### config.mk
export PLATFORM = sky130hd
export DESIGN_NAME = led_write_arbiter
export DESIGN_NICKNAME = d
export VERILOG_FILES = /design/src/rtl/led_write_arbiter.sv
export SDC_FILE = /design/constraint.sdc
export NUM_CORES = 1
export LEC_CHECK = 0
export CAP_MARGIN = 20
export CORE_AREA = 2 2 112 93
export DETAILED_ROUTE_END_ITERATION = 8
export DIE_AREA = 0 0 114 95
export MAX_ROUTING_LAYER = met4
export PLACE_DENSITY = 0.83
export SYNTH_ARGS = -nofsm -noshare
export SYNTH_HDL_FRONTEND = slang
export SYNTH_SLANG_ARGS = --single-unit
### constraint.sdc
create_clock -name clk -period 4.1 [get_ports clk]
set_input_delay 1.025 -clock clk [delete_from_list [all_inputs] [get_ports clk]]
set_output_delay 1.025 -clock clk [all_outputs]
set_load 0.05 [all_outputs]
### src/rtl/led_write_arbiter.sv
// led_write_arbiter: shares the LED output register bank between the CPU store
// path and the debug/self-test pattern source. Writes are arbitrated, filtered
// to the LED addresses 0x60/0x64/0x68, buffered in a small FIFO and issued one
// per cycle as a single-cycle led_ctrl strobe.
//
// Ports:
//   clk, rst                      clock, asynchronous active-high reset
//   cpu_req/cpu_addr/cpu_wdata    CPU write request (held while pending)
//   cpu_gnt                       combinational: CPU write consumed this cycle
//   dbg_req/dbg_addr/dbg_wdata    debug write request
//   dbg_gnt                       combinational: debug write consumed this cycle
//   led_ctrl/led_addr/led_data    registered write strobe, address and data
//   fifo_count                    entries currently buffered
//   busy                          fifo_count != 0 or led_ctrl
//   err_clr                       clears bad_addr_err
//   bad_addr_err                  sticky: a consumed write had a non-LED address
//
// Build option: define LED_ARB_DBG_PRIORITY_EN to give the debug requester
// strict priority instead of round-robin.
module led_write_arbiter #(
  parameter int unsigned FIFO_DEPTH = 4,
  parameter int unsigned ADDR_W     = 8,
  parameter int unsigned DATA_W     = 16
) (
  input  logic                            clk,
  input  logic                            rst,
  input  logic                            cpu_req,
  input  logic [ADDR_W-1:0]               cpu_addr,
  input  logic [DATA_W-1:0]               cpu_wdata,
  output logic                            cpu_gnt,
  input  logic                            dbg_req,
  input  logic [ADDR_W-1:0]               dbg_addr,
  input  logic [DATA_W-1:0]               dbg_wdata,
  output logic                            dbg_gnt,
  output logic                            led_ctrl,
  output logic [ADDR_W-1:0]               led_addr,
  output logic [DATA_W-1:0]               led_data,
  output logic [$clog2(FIFO_DEPTH):0]     fifo_count,
  output logic                            busy,
  input  logic                            err_clr,
  output logic                            bad_addr_err
);

  localparam int unsigned PTR_W = $clog2(FIFO_DEPTH);
  localparam int unsigned CNT_W = PTR_W + 1;

  localparam logic [0:0] S_IDLE  = 1'b0;
  localparam logic [0:0] S_ISSUE = 1'b1;

  localparam logic [ADDR_W-1:0] LED_A0 = ADDR_W'(8'h60);
  localparam logic [ADDR_W-1:0] LED_A1 = ADDR_W'(8'h64);
  localparam logic [ADDR_W-1:0] LED_A2 = ADDR_W'(8'h68);

  logic [0:0]        state, state_next;
  logic              rr_dbg, rr_dbg_next;   // 1: debug is favoured on contention
  logic [PTR_W-1:0]  wr_ptr, wr_ptr_next;
  logic [PTR_W-1:0]  rd_ptr, rd_ptr_next;
  logic [CNT_W-1:0]  count_next;
  logic              led_ctrl_next;
  logic [ADDR_W-1:0] led_addr_next;
  logic [DATA_W-1:0] led_data_next;
  logic              err_next;
  logic              busy_next;

  logic [ADDR_W-1:0] addr_mem [FIFO_DEPTH];
  logic [DATA_W-1:0] data_mem [FIFO_DEPTH];

  logic              full;
  logic              cpu_sel, dbg_sel;
  logic [ADDR_W-1:0] sel_addr;
  logic [DATA_W-1:0] sel_wdata;
  logic              addr_ok;
  logic              push, pop, bad;

  // Grant selection; fullness is sampled at the start of the cycle only
  always_comb begin
    full    = (fifo_count == CNT_W'(FIFO_DEPTH));
    cpu_sel = 1'b0;
    dbg_sel = 1'b0;
`ifdef LED_ARB_DBG_PRIORITY_EN
    dbg_sel = dbg_req;
    cpu_sel = cpu_req & ~dbg_req;
`else
    if (cpu_req && dbg_req) begin
      cpu_sel = ~rr_dbg;
      dbg_sel = rr_dbg;
    end else begin
      cpu_sel = cpu_req;
      dbg_sel = dbg_req;
    end
`endif
    cpu_gnt = cpu_sel & ~full;
    dbg_gnt = dbg_sel & ~full;
  end

  // Address filter and FIFO/issue next-state
  always_comb begin
    sel_addr      = dbg_gnt ? dbg_addr  : cpu_addr;
    sel_wdata     = dbg_gnt ? dbg_wdata : cpu_wdata;
    addr_ok       = (sel_addr == LED_A0) || (sel_addr == LED_A1) ||
                    (sel_addr == LED_A2);
    push          = (cpu_gnt | dbg_gnt) & addr_ok;
    bad           = (cpu_gnt | dbg_gnt) & ~addr_ok;
    pop           = (state == S_ISSUE);

    rr_dbg_next   = rr_dbg;
    wr_ptr_next   = wr_ptr;
    rd_ptr_next   = rd_ptr;
    count_next    = fifo_count;
    led_ctrl_next = 1'b0;
    led_addr_next = led_addr;
    led_data_next = led_data;
    err_next      = bad_addr_err;

    if (cpu_gnt) rr_dbg_next = 1'b1;
    else if (dbg_gnt) rr_dbg_next = 1'b0;

    if (push) wr_ptr_next = wr_ptr + PTR_W'(1);

    if (pop) begin
      rd_ptr_next   = rd_ptr + PTR_W'(1);
      led_ctrl_next = 1'b1;
      led_addr_next = addr_mem[rd_ptr];
      led_data_next = data_mem[rd_ptr];
    end

    if (push && !pop)      count_next = fifo_count + CNT_W'(1);
    else if (pop && !push) count_next = fifo_count - CNT_W'(1);

    // Set wins over a coincident clear
    if (bad)          err_next = 1'b1;
    else if (err_clr) err_next = 1'b0;

    state_next = (count_next != '0) ? S_ISSUE : S_IDLE;
    busy_next  = (count_next != '0) | led_ctrl_next;
  end

  // State and output registers
  always_ff @(posedge clk or posedge rst) begin
    if (rst) begin
      state        <= S_IDLE;
      rr_dbg       <= 1'b0;
      wr_ptr       <= '0;
      rd_ptr       <= '0;
      fifo_count   <= '0;
      led_ctrl     <= 1'b0;
      led_addr     <= '0;
      led_data     <= '0;
      bad_addr_err <= 1'b0;
      busy         <= 1'b0;
    end else begin
      state        <= state_next;
      rr_dbg       <= rr_dbg_next;
      wr_ptr       <= wr_ptr_next;
      rd_ptr       <= rd_ptr_next;
      fifo_count   <= count_next;
      led_ctrl     <= led_ctrl_next;
      led_addr     <= led_addr_next;
      led_data     <= led_data_next;
      bad_addr_err <= err_next;
      busy         <= busy_next;
    end
  end

  // FIFO storage; contents are don't-care while the pointers say empty
  always_ff @(posedge clk) begin
    if (push) begin
      addr_mem[wr_ptr] <= sel_addr;
      data_mem[wr_ptr] <= sel_wdata;
    end
  end

endmodule

Word level (Yosys, flattened, before mapping)
Memories as Yosys holds them, arrays and structs flattened. A register that Yosys moved wholly into a read port is not among the register bits.
Cells that the tools add are included.
{"block": "word_totals", "ff_bits": 12, "ramBits": 96, "in_bits": 53, "output_inout_bits": 32, "elab_cells": 51, "memories": 2}
{"name": "data_mem", "depth": 4, "word_bits": 16, "rd": 1, "rd_clocked_by_memory_dff": 1, "wr": 1, "line": "66", "rtl": "logic [DATA_W-1:0] data_mem [FIFO_DEPTH];"}
{"name": "addr_mem", "depth": 4, "word_bits": 8, "rd": 1, "rd_clocked_by_memory_dff": 1, "wr": 1, "line": "65", "rtl": "logic [ADDR_W-1:0] addr_mem [FIFO_DEPTH];"}
{"block": "op_classes", "n_addsub": 4, "n_eq_ne": 4, "mux": 14, "n_bitwise": 9, "reduce_logical": 10}
{"operator": "equality test 8 x 7 -> 1 bit (second input constant)", "count": 3}
{"operator": "two-way mux 16 bit", "count": 1}
{"operator": "two-way mux 1 bit", "count": 10}
{"operator": "two-way mux 8 bit", "count": 1}
{"operator": "two-way mux 3 bit", "count": 2}
{"operator": "adder 2 x 1 -> 2 bit (second input constant)", "count": 2}
{"operator": "AND 1 bit", "count": 4}
{"operator": "nonzero test 2 bit", "count": 2}
{"operator": "adder 3 x 1 -> 3 bit (second input constant)", "count": 1}
{"operator": "equality test 3 bit (second input constant)", "count": 1}
{"operator": "logical AND 1 bit", "count": 3}
{"operator": "NOT 1 bit", "count": 3}
{"operator": "nonzero test 3 bit", "count": 1}
{"operator": "subtractor 3 x 1 -> 3 bit (second input constant)", "count": 1}
{"operator": "logical NOT 1 bit", "count": 2}
{"operator": "logical OR 1 bit", "count": 2}
{"operator": "OR 1 bit", "count": 2}

Logic depth before layout (Yosys ltp)
Gate-level depths: netlist of the first run.
{"block": "logic_depth", "ltp_word": 14, "ltp_mapped": 9, "depth_no_buf": 8}

Worst setup path before layout of the first run
No wires, ideal clock.
{"block": "synth_timing", "kind": "register to output", "from": "register fifo_count[0]", "to": "output port dbg_gnt", "arrival_ps": 2118, "required_time_ps": 3075, "path_slack_ps": 957, "path_stages_with_launch": 7, "path_cell_list": "dfrtp_1 inv_1 ha_1 nand2_2 nand3_4 clkinv_1 clkbuf_1"}
{"block": "synth_via", "elab_chain_len": 3}
{"item": "from (decl)", "line": "38", "rtl": "output logic [$clog2(FIFO_DEPTH):0] fifo_count,"}
{"item": "from (signal assigned)", "line": "156", "rtl": "fifo_count <= count_next;"}
{"item": "equality test 3 bit", "line": "77", "rtl": "full = (fifo_count == CNT_W'(FIFO_DEPTH));"}
{"item": "NOT 1 bit", "line": "93", "rtl": "dbg_gnt = dbg_sel & ~full;"}
{"item": "AND 1 bit", "line": "93"}
{"item": "to (decl)", "line": "34", "rtl": "output logic dbg_gnt,"}
Every way passes these cells.

Final worst setup path of the first run
{"block": "layout_timing", "from": "input port dbg_req", "to": "output port cpu_gnt"}
{"block": "layout_via", "elab_chain_len": 3}
{"item": "from (decl)", "line": "31", "rtl": "input logic dbg_req,"}
{"item": "logical AND 1 bit", "line": "84", "rtl": "if (cpu_req && dbg_req) begin"}
{"item": "two-way mux 1 bit", "line": "84"}
{"item": "AND 1 bit", "line": "92", "rtl": "cpu_gnt = cpu_sel & ~full;"}
{"item": "to (decl)", "line": "30", "rtl": "output logic cpu_gnt,"}
Every way passes these cells.

==> summary.txt, run 1 <==
Pwr
  • Net Switching: approximately 1.8 mW
  • Clock network power share: 0.271
  • Flop pwr share: 0.377
  • Internal power: 3.297 mW
  • Tot Pwr: 5.051 mW
  • Combinational cell fraction of total power: 0.352
  • Cell Pwr Density: slightly above 700 nW/um^2
  • Maximum vdd drop: 0.0003581 V
  • P_leak: 2.585 nW
  • Net Sw Frac: 0.3471

Cells and area
  • Synth-to-layout area growth: 28.60%
  • Final cell count without fillers: 549
  • Number of antenna diodes: 0
  • Core Util, Final: 0.7087
  • Most common cell after layout, fill and taps aside: edfxtp_1
  • Fill count: 644
  • Most frequent cells in the layout: edfxtp_1 (96), clkdlybuf4s50_1 (83), nand2_1 (52), dfrtp_1 (35), mux2_2 (32)
  • Layout net count: ~470
  • Layout cells sized above 1: 0.2389

Setup path
  • Startpoint types: input pin
  • Required @ worst endpoint: 3.07 ns
  • Largest stage delay, worst path: 0.80 ns
  • Setup slack, reg-to-reg: 1.31 ns
  • Buf/Inv on CP: 2
  • Max FO, Critical Path: 4
  • Cell family with most CP delay: buffers and inverters
  • Most frequent CP cell: clkdlybuf4s50_1
  • Cell type of the slowest stage on the worst timing path: clkdlybuf4s50_1
  • Endpoint type of the worst setup path: output pin
  • CP arrival: 2.61 ns
  • Critical path cell sequence: clkdlybuf4s50_1 -> nand2_1 -> and3_1 -> clkdlybuf4s50_1
  • Crit Path Class: in2out

Yosys
  • Synth area leader: edfxtp_1
  • FFs w/ async S/R, synth: 0.2727
  • Cell Area, Synth: 5415 sq um
  • Register area share after synthesis: 0.6987
  • Avg Inst Size Synth: 17.08 sq um
  • Syn Inst Count: 317
  • YS warnings: 0
  • Cell variety after synth: 39
  • Post-synth EDFFs: 96
  • Top cell type's share of synthesized area: 0.5323
  • Synthesized flop and latch total: 132
  • Top cells by area, synth: edfxtp_1 (53%), dfrtp_1 (17%), mux4_2 (10%)
  • Synth Flop Type: edfxtp_1
  • Synth Net Count: around 380

Timing
  • Final Hold Vio Count: 0
  • Post-layout min period: ~3.6 ns
  • Final worst path period share: 0.8863
  • Worst clock skew: 0.008669 ns
  • Fmax: 275.2 MHz
  • Hold slack: 0.5034 ns
  • Post-route setup TNS: 0 ns
  • Rel. slew slack: 0.4213
  • Final setup vio count: 0
  • RSZ-0062 raised after global routing: false
  • Slew of the pin with the lowest slew margin: a little under 0.9 ns
  • Max Slew Vio Count: 0

Die
  • DIE WIDTH: 114 um
  • Chip Height: between 90 and 100 um
  • Starting density of the core: 0.5511
  • Num rows: 33
  • Core area: 9827 sq um
  • DIE AREA: 10,830 sq um
  • # IOs: 85

Global routing
  • Largest net degree at the start of global routing: 27
  • Initial antenna violation count: 0
  • Vias in the first global route: 3,371
  • Gr usage total: 0.2303
  • Total gr overflow: 0
  • First-pass GRT wire length: 17,460 um

Route
  • Residual DRC count: 0
  • Post-route antenna net violation count: 0
  • Mean routed wirelength per cell: 20.08 um
  • Initial drt markers: 166
  • DR pass1 iterations: 4
  • Routed WL: 11,030 um
  • Vias per cell: between 5 and 6
  • Vias: 3,100

Clock tree
  • Post-CTS Setup Bufs: 0
  • Clk slew on worst S/H paths: approximately 0.050 ns
  • # clock sinks: ~130
  • Clock latency on the worst-skew pair: 0.41 ns
  • Hold buffer count at cts: 0
  • Cts repair resizes: 0
  • CTS tree: yes
  • H-tree depth: 4
  • Num CTS Buffers: 17
  • Clock Path Buffers: 2
  • Root buf cell: clkbuf_16

Placed design
  • Gpl congestion: a little under 0.8
  • DPL Wire Length: 6718 um
  • # port buffers: between 80 and 90
  • Number of placed instances, taps included: 516

Hold path
  • HP Class: reg2reg

Outcome
  • Status: finished clean

Job
  • Max-cap viol count: 0
-- flip-flops by register name, summed over array words and instances (netlist names) --
| signal | count |
|---|---|
| addr_mem | 32 |
| data_mem | 64 |
| led_ctrl | 1 |
| wr_ptr | 2 |
| led_addr | 8 |
| bad_addr_err | 1 |
| rr_dbg | 1 |
| pop | 1 |
| rd_ptr | 2 |
| led_data | 16 |
| fifo_count | 3 |
| busy | 1 |
-- cell type report --
type	count	area, sq um	share of cell area
clock inverter	11	86.33	0.01240
tap	122	152.6	0.02192
sequential	132	3785	0.5435
timing repair buffer	93	925.9	0.1330
clock buffer	21	450.4	0.06468
multi-input combinational	162	1534	0.2203
inverter	8	30.03	0.004312
-- synthesized netlist by cell type, types with 2 or more instances --
master,n
mux2_2,32
mux2i_1,2
a211oi_1,3
inv_1,7
nand3_1,3
clkbuf_1,9
buf_2,3
nand4_1,3
a21oi_1,3
buf_1,2
nor2_1,2
dfrtp_1,36
nand2_1,52
mux4_2,24
ha_1,7
o21ai_1,2
a21o_1,2
edfxtp_1,96
and3_1,6
xnor2_1,4
-- worst reg2reg max path: stages (launching register included) --
cell	delay, ns
dfrtp_1	0.51
inv_1	0.15
ha_1	0.23
nand2_2	0.11
nand3_4	0.12
mux2i_2	0.62
and2_1	0.48
a31oi_1	0.13
or3_1	0.32
-- power groups by stage --
stage / logic, mW / clock network [mW] / registers, mW
after floorplan: 0.817 / 0 / 2.29
after global placement: 1.67 / 0 / 1.95
after detailed placement: 1.71 / 0 / 1.96
after CTS: 1.73 / 1.38 / 1.95
after global routing: 1.87 / 1.45 / 1.94
final: 1.78 / 1.37 / 1.91
-- through the flow --
step | worst slack, ns | instance area, sq um
2_1_floorplan | 0.9571 | 5415
3_3_place_gp | 0.4998 | 6400
3_5_place_dp | 0.4809 | 6400
4_1_cts | 0.4782 | 6937
5_1_grt | 0.4072 | 6964
6_report | 0.4660 | 6964
-- kinds of logic after synthesis --
family                   Yosys count  share of synthesized area
XOR/XNOR                           5                   0.008087
flip-flops                       132                     0.6987
adder cells (fa/ha/maj)            7                    0.01617
buffers and inverters             23                    0.01802
multiplexers                      59                     0.1726
AO/OA/AOI/OAI                     16                    0.02172
AND/OR/NAND/NOR                   75                    0.06470
-- per-layer routing --
| metal | vias to the layer above | track usage | wire (um) |
|---|---|---|---|
| li1 | 1405 | - | - |
| met4 | 0 | 0.09959 | 193 |
| met3 | 19 | 0.05006 | 834 |
| met2 | 138 | 0.3775 | 5518 |
| met5 | - | - | 0 |
| met1 | 1538 | 0.2807 | 4479 |
-- path summary, 6_finish.rpt --
path	from	to	cells after the start
min in group asynchronous	rst	bad_addr_err$_DFFE_PP0P_	2
hold reg to reg	led_addr[7]$_DFFE_PP0P_	led_addr[7]$_DFFE_PP0P_	1
hold / removal	led_addr[7]$_DFFE_PP0P_	led_addr[7]$_DFFE_PP0P_	1
max in group asynchronous	rst	rd_ptr[0]$_DFFE_PP0P_	3
setup / recovery	dbg_req	cpu_gnt	4
setup reg to reg	fifo_count[0]$_DFF_PP0_	busy$_DFF_PP0_	8
Power figures use the tool's default switching activity.
==> inputs of run 2 (changes only) <==
SETUP_SLACK_MARGIN = 0.4   (was default)
==> results of run 2 <==
Same layout as run 1: the final DEF is identical, and so are final timing and power.
